--- config.mk ---
export PLATFORM = sky130hd
export DESIGN_NAME = uart_led_cmd
export DESIGN_NICKNAME = d
export VERILOG_FILES = /design/src/rtl/uart_led_cmd.sv
export SDC_FILE = /design/constraint.sdc
export NUM_CORES = 1
export LEC_CHECK = 0
export CORE_MARGIN = 3
export CORE_UTILIZATION = 56
export DETAILED_ROUTE_END_ITERATION = 7
export PLACE_DENSITY_LB_ADDON = 0.12
export SKIP_CTS_REPAIR_TIMING = 1
export SYNTH_ARGS = -nofsm -noshare
export SYNTH_HDL_FRONTEND = slang
export SYNTH_SLANG_ARGS = --single-unit
--- constraint.sdc ---
create_clock -name i_Clock -period 4.2 [get_ports i_Clock]
set_input_delay 0.84 -clock i_Clock [delete_from_list [all_inputs] [get_ports i_Clock]]
set_output_delay 0.84 -clock i_Clock [all_outputs]
set_load 0.005 [all_outputs]
--- src/rtl/uart_led_cmd.sv ---
// uart_led_cmd: ASCII command parser sitting between UART_RX and UART_TX.
//
// Accepts "R0/R1/G0/G1/B0/B1" followed by CR or LF to set an LED, and "?"
// followed by CR or LF to query all three LEDs. Each command is answered over
// the UART_TX byte handshake with "OK\r\n", "ER\r\n" or "<r><g><b>\r\n".
//
// Ports:
//   i_Clock      system clock
//   i_Reset      synchronous active-high reset
//   i_RX_DV      one-cycle strobe, i_RX_Byte valid
//   i_RX_Byte    received byte
//   o_TX_DV      one-cycle strobe to UART_TX, o_TX_Byte valid
//   o_TX_Byte    byte to transmit, held until i_TX_Done
//   i_TX_Active  UART_TX busy
//   i_TX_Done    one-cycle pulse, UART_TX finished a byte
//   o_LED_R/G/B  LED drives (polarity from LED_ACTIVE_LOW)
//   o_Busy       a reply is pending or being sent
//   o_Overrun    sticky: a non-terminator byte was dropped during a reply
//   o_Cmd_Count  number of valid commands executed (wraps)
`timescale 1ns/1ps

module uart_led_cmd #(
    parameter int CNT_W          = 8,
    parameter int LED_ACTIVE_LOW = 1
) (
    input  logic             i_Clock,
    input  logic             i_Reset,
    input  logic             i_RX_DV,
    input  logic [7:0]       i_RX_Byte,
    output logic             o_TX_DV,
    output logic [7:0]       o_TX_Byte,
    input  logic             i_TX_Active,
    input  logic             i_TX_Done,
    output logic             o_LED_R,
    output logic             o_LED_G,
    output logic             o_LED_B,
    output logic             o_Busy,
    output logic             o_Overrun,
    output logic [CNT_W-1:0] o_Cmd_Count
);

    typedef enum logic [2:0] {
        S_IDLE, S_GOT_CMD, S_GOT_ARG, S_DISCARD, S_RESP, S_WAIT_DONE
    } state_t;

    typedef enum logic [1:0] {RPL_OK, RPL_ER, RPL_QRY} reply_t;

    // Latched command letter; the R/G/B codes double as the LED bit index.
    localparam logic [1:0] CMD_R = 2'd0;
    localparam logic [1:0] CMD_G = 2'd1;
    localparam logic [1:0] CMD_B = 2'd2;
    localparam logic [1:0] CMD_Q = 2'd3;

    localparam logic LED_POL = (LED_ACTIVE_LOW != 0);

    state_t             state_q, state_d;
    reply_t             reply_q, reply_d;
    logic [1:0]         cmd_q, cmd_d;
    logic               arg_q, arg_d;
    logic [2:0]         led_q, led_d;     // logical on-state, bit0=R bit1=G bit2=B
    logic [CNT_W-1:0]   cnt_q, cnt_d;
    logic               overrun_q, overrun_d;
    logic [2:0]         idx_q, idx_d;
    logic               tx_dv_q, tx_dv_d;
    logic [7:0]         tx_byte_q, tx_byte_d;

    logic               is_term;
    logic               busy;
    logic [7:0]         reply_byte;
    logic [2:0]         reply_last;
    logic [2:0]         led_drive;

    assign is_term = (i_RX_Byte == 8'h0D) || (i_RX_Byte == 8'h0A);
    assign busy    = (state_q == S_RESP) || (state_q == S_WAIT_DONE);

    // Reply byte selected by the current index. LEDs cannot change while a
    // reply is in progress, so the query digits are read live.
    always_comb begin
        reply_byte = 8'h0A;
        reply_last = (reply_q == RPL_QRY) ? 3'd4 : 3'd3;
        case (idx_q)
            3'd0: begin
                case (reply_q)
                    RPL_OK:  reply_byte = 8'h4F;               // 'O'
                    RPL_ER:  reply_byte = 8'h45;               // 'E'
                    default: reply_byte = {7'h18, led_q[0]};   // '0'/'1'
                endcase
            end
            3'd1: begin
                case (reply_q)
                    RPL_OK:  reply_byte = 8'h4B;               // 'K'
                    RPL_ER:  reply_byte = 8'h52;               // 'R'
                    default: reply_byte = {7'h18, led_q[1]};
                endcase
            end
            3'd2:    reply_byte = (reply_q == RPL_QRY) ? {7'h18, led_q[2]} : 8'h0D;
            3'd3:    reply_byte = (reply_q == RPL_QRY) ? 8'h0D : 8'h0A;
            default: reply_byte = 8'h0A;
        endcase
    end

    always_comb begin
        state_d   = state_q;
        reply_d   = reply_q;
        cmd_d     = cmd_q;
        arg_d     = arg_q;
        led_d     = led_q;
        cnt_d     = cnt_q;
        overrun_d = overrun_q;
        idx_d     = idx_q;
        tx_dv_d   = 1'b0;
        tx_byte_d = tx_byte_q;

        case (state_q)
            S_IDLE: begin
                if (i_RX_DV && !is_term) begin
                    state_d = S_GOT_CMD;
                    case (i_RX_Byte)
                        8'h52:   cmd_d = CMD_R;
                        8'h47:   cmd_d = CMD_G;
                        8'h42:   cmd_d = CMD_B;
                        8'h3F:   cmd_d = CMD_Q;
                        default: state_d = S_DISCARD;
                    endcase
                end
            end
            S_GOT_CMD: begin
                if (i_RX_DV) begin
                    if (cmd_q == CMD_Q) begin
                        if (is_term) begin
                            state_d = S_RESP;
                            reply_d = RPL_QRY;
                            idx_d   = 3'd0;
                            cnt_d   = cnt_q + CNT_W'(1);
                        end else begin
                            state_d = S_DISCARD;
                        end
                    end else if (i_RX_Byte == 8'h30 || i_RX_Byte == 8'h31) begin
                        arg_d   = i_RX_Byte[0];
                        state_d = S_GOT_ARG;
                    end else if (is_term) begin
                        // Letter without digit: the terminator ends it here.
                        state_d = S_RESP;
                        reply_d = RPL_ER;
                        idx_d   = 3'd0;
                    end else begin
                        state_d = S_DISCARD;
                    end
                end
            end
            S_GOT_ARG: begin
                if (i_RX_DV) begin
                    if (is_term) begin
                        case (cmd_q)
                            CMD_R:   led_d[0] = arg_q;
                            CMD_G:   led_d[1] = arg_q;
                            default: led_d[2] = arg_q;
                        endcase
                        cnt_d   = cnt_q + CNT_W'(1);
                        state_d = S_RESP;
                        reply_d = RPL_OK;
                        idx_d   = 3'd0;
                    end else begin
                        state_d = S_DISCARD;
                    end
                end
            end
            S_DISCARD: begin
                if (i_RX_DV && is_term) begin
                    state_d = S_RESP;
                    reply_d = RPL_ER;
                    idx_d   = 3'd0;
                end
            end
            S_RESP: begin
                if (!i_TX_Active) begin
                    tx_dv_d   = 1'b1;
                    tx_byte_d = reply_byte;
                    state_d   = S_WAIT_DONE;
                end
            end
            S_WAIT_DONE: begin
                if (i_TX_Done) begin
                    if (idx_q == reply_last) begin
                        state_d = S_IDLE;
                    end else begin
                        idx_d   = idx_q + 3'd1;
                        state_d = S_RESP;
                    end
                end
            end
            default: state_d = S_IDLE;
        endcase

        // Bytes received during a reply are never parsed; terminators are
        // harmless (e.g. the LF of a CRLF), anything else is an overrun.
        if (busy && i_RX_DV && !is_term) begin
            overrun_d = 1'b1;
        end
    end

    always_ff @(posedge i_Clock) begin
        if (i_Reset) begin
            state_q   <= S_IDLE;
            reply_q   <= RPL_OK;
            cmd_q     <= CMD_R;
            arg_q     <= 1'b0;
            led_q     <= 3'b000;
            cnt_q     <= '0;
            overrun_q <= 1'b0;
            idx_q     <= 3'd0;
            tx_dv_q   <= 1'b0;
            tx_byte_q <= 8'h00;
        end else begin
            state_q   <= state_d;
            reply_q   <= reply_d;
            cmd_q     <= cmd_d;
            arg_q     <= arg_d;
            led_q     <= led_d;
            cnt_q     <= cnt_d;
            overrun_q <= overrun_d;
            idx_q     <= idx_d;
            tx_dv_q   <= tx_dv_d;
            tx_byte_q <= tx_byte_d;
        end
    end

    genvar gi;
    generate
        for (gi = 0; gi < 3; gi++) begin : g_led
            assign led_drive[gi] = led_q[gi] ^ LED_POL;
        end
    endgenerate

    assign o_LED_R     = led_drive[0];
    assign o_LED_G     = led_drive[1];
    assign o_LED_B     = led_drive[2];
    assign o_TX_DV     = tx_dv_q;
    assign o_TX_Byte   = tx_byte_q;
    assign o_Busy      = busy;
    assign o_Overrun   = overrun_q;
    assign o_Cmd_Count = cnt_q;

endmodule
==> results.ini <==
[worst_setup_path]
critPathArrivalTime_ps = 3130
worstPathMaxFanout = 6
rr_worst_depth = 5
crit_start = i_RX_Byte[4]
worstPathRequired_ps = 4440
path_class = in -> reg
rr_startpoint = state_q[2]
cp-start-kind = input pin
end_kind = flop
worst_r2r_endpoint = idx_q[2]
crit_end = idx_q[2]
r2r_setup_slack_ps = 2260

[yosys]
synthArstFlopShare_pct = 0
synth.most_common_cell = dfxtp_1
syn_inst = 231
synth_warnings = 0
synth_edf_count = 0
yosysSeqAreaShare_pct = 33.54
syn_area_per_cell_um2 = 8.011
synth_area_leader_cell = dfxtp_1
synthTopCellsByArea = dfxtp_1 34%, nor2_1 6.1%, a21oi_1 4.6%, ha_1 4.1%, nor2b_1 4.1%
synth_top_area_share_pct = 33.54
synthTopCellsByCount = 31 x dfxtp_1, 30 x nor2_1, 17 x a21oi_1
post_synth_instance_area_um2 = 1851
synth_nets = 250
ys_types = 53
synth_top_flop_cell = dfxtp_1
ys_ff_latch = 31

[timing]
relSlewSlack_pct = 59.94
fin_crit_sh_pct = 68.68
hold_viol_final = 0
fmax_mhz = 346.7
setup_viol = 0
setup_tns_ps = 0
rsz0062_at_grt = false
holdWs_ps = 466.1
tightest_slew_ps = 596.3
worst_clock_skew_ps = 7.474
fin_crit_ps = 2885
final_max_slew_viol_count = 0

[power_and_ir_drop]
seqPwrFrac_pct = 49.5
p_sw_share_pct = 24.32
intPower_mw = 0.4595
p_per_area_nw_per_um2 = 264.5
power_switching_mw = 0.1477
leakage_nw = 0.8264
power_frac_clock_pct = 41.8
combinationalPowerShare_pct = 8.7
irDropWorstVdd_mv = 0.2333

[floorplanning]
die_h_um = 63.49
io_pins = 35
die_w_um = 63.49
die_area_um2 = 4030
start_util_pct = 59.64
core_um2 = 3103
rows = 20

[run_status]
status = complete, no violations

[routing]
routed_wl_um = 4455
dr.pass1.iters = 5
ant_nets = 0
drt_iter0_drc = 180
num_vias = 1822
vias_per_cell = 5.916
drc = 0
wl_per_cell_um = 14.46

[layout]
ff_latch_area_um2 = 620.6
multiInputGateArea_um2 = 1140
n_antenna_cell = 0
fin_nets = 282
syn2layout_area_growth_pct = 24.07
final_layout_size_suffix_gt1_share_pct = 7.197
fill_cells = 275

[job]
drv_cap = 0

[global_route]
grt_max_degree = 30
grt_usage_pct = 24.11
grt_pass1_wl_um = 7755
grt_pass1_vias = 1651
grt_remaining_overflow = 0
grt_antenna_before_repair = 0

[clock_network]
cts.htree.levels = 2
cts_tree = done
clock-sinks = 31
clock_latency_ps = 340
cts_buffers = 5
path_clk_slew_ps = 110
clk_path_buf_depth = 2
cts-root-buf = clkbuf_4

[placed_design]
routabilityCongestion = 0.9773
port_buffers = 33
dp_hpwl_um = 3267

[hold_path]
hold_depth = 2
min_path_type = reg -> reg

flip-flops by register name, summed over array words and instances (netlist names):
register	cells
arg_q	1
cmd_q	2
idx_q	3
led_q	3
o_Cmd_Count	8
o_Overrun	1
o_TX_Byte	7
o_TX_DV	1
reply_q	2
state_q	3
metal layers:
layer | up-vias | GRT usage [%] | wire, um
met4 | 0 | 5.930 | 56
met5 | - | 0 | 0
met2 | 59 | 38.46 | 2084
met3 | 7 | 6.239 | 258
li1 | 906 | - | -
met1 | 850 | 32.31 | 2056
final cells by class:
cell class	instances	area share, %
clock buffers	6	2.234
clock inverters	2	1.526
inverters	13	2.125
multi-input cells	177	49.65
flip-flops and latches	31	27.03
well taps	44	2.398
repair buffers	35	15.04
critical path, cell delays in order:
cell	delay, ps
clkdlybuf4s50_1	500
nor4_2	520
o2111ai_1	390
o22ai_1	370
o211ai_1	200
mux2_2	310
cell families (layout without fill, tap and decap cells):
logic type                 after synthesis  count (layout)  share of synthesized area [%]
and+or+nand+nor                         99              99                          28.80
AOI/OAI and AO/OA                       56              56                          20.42
DFF                                     31              31                          33.54
buffers and inverters                   23              56                          4.868
muxes                                   11              11                          6.220
adders and majority gates                6               6                          4.057
xor gates and xnor gates                 4               4                          1.894
other                                    1               1                         0.2026
cell usage in the layout (no fill, tap or decap), drive strengths merged, types with 2 or more instances in the layout:
cell type,synthesis,routed
clkdlybuf4s50,0,33
dfxtp,31,31
nor2,30,30
a21oi,17,17
inv,13,13
nor2b,12,12
nand2,12,12
o21ai,11,11
nor4,9,9
nand3,7,7
mux2i,7,7
nor3,6,6
ha,6,6
clkbuf,8,6
nand2b,4,4
mux2,4,4
a211oi,4,4
nand3b,3,3
a22oi,3,3
a311oi,3,3
xnor2,3,3
o211ai,3,3
nor3b,2,2
or4b,2,2
or2,2,2
nor4b,2,2
o2111ai,2,2
nand4,2,2
o22ai,2,2
buf,2,2
and2,2,2
metrics by stage:
step | utilization (%) | worst slack (ps) | power, mW | instances | instance area, um2
floorplan | - | 1824 | 0.3347 | 231 | 1851
global placement | 71.21 | 1107 | 0.3576 | 300 | 2210
detailed placement | 71.21 | 934.8 | 0.3587 | 300 | 2210
CTS | 73.99 | 1296 | 0.6053 | 308 | 2296
global route | 73.99 | 1095 | 0.6271 | 308 | 2296
finish | 73.99 | 1315 | 0.6072 | 308 | 2296
worst min path at each step:
stage	start	end	slack, ps
CTS	o_TX_Byte[0]	o_TX_Byte[0]	470
finish	o_TX_Byte[5]	o_TX_Byte[5]	470
global route	o_TX_Byte[0]	o_TX_Byte[0]	510
global placement	o_TX_Byte[0]	o_TX_Byte[0]	440
floorplan	o_TX_Byte[0]	o_TX_Byte[0]	450
detailed placement	o_TX_Byte[0]	o_TX_Byte[0]	450
power by group through the flow:
| stage | combinational [mW] | clock (mW) | sequential, mW |
|---|---|---|---|
| floorplan | 0.0302 | 0 | 0.305 |
| global placement | 0.0506 | 0 | 0.307 |
| detailed placement | 0.0515 | 0 | 0.307 |
| CTS | 0.0519 | 0.253 | 0.300 |
| global route | 0.0580 | 0.267 | 0.302 |
| finish | 0.0526 | 0.254 | 0.301 |
No activity file was read; power rests on OpenSTA's default activity.
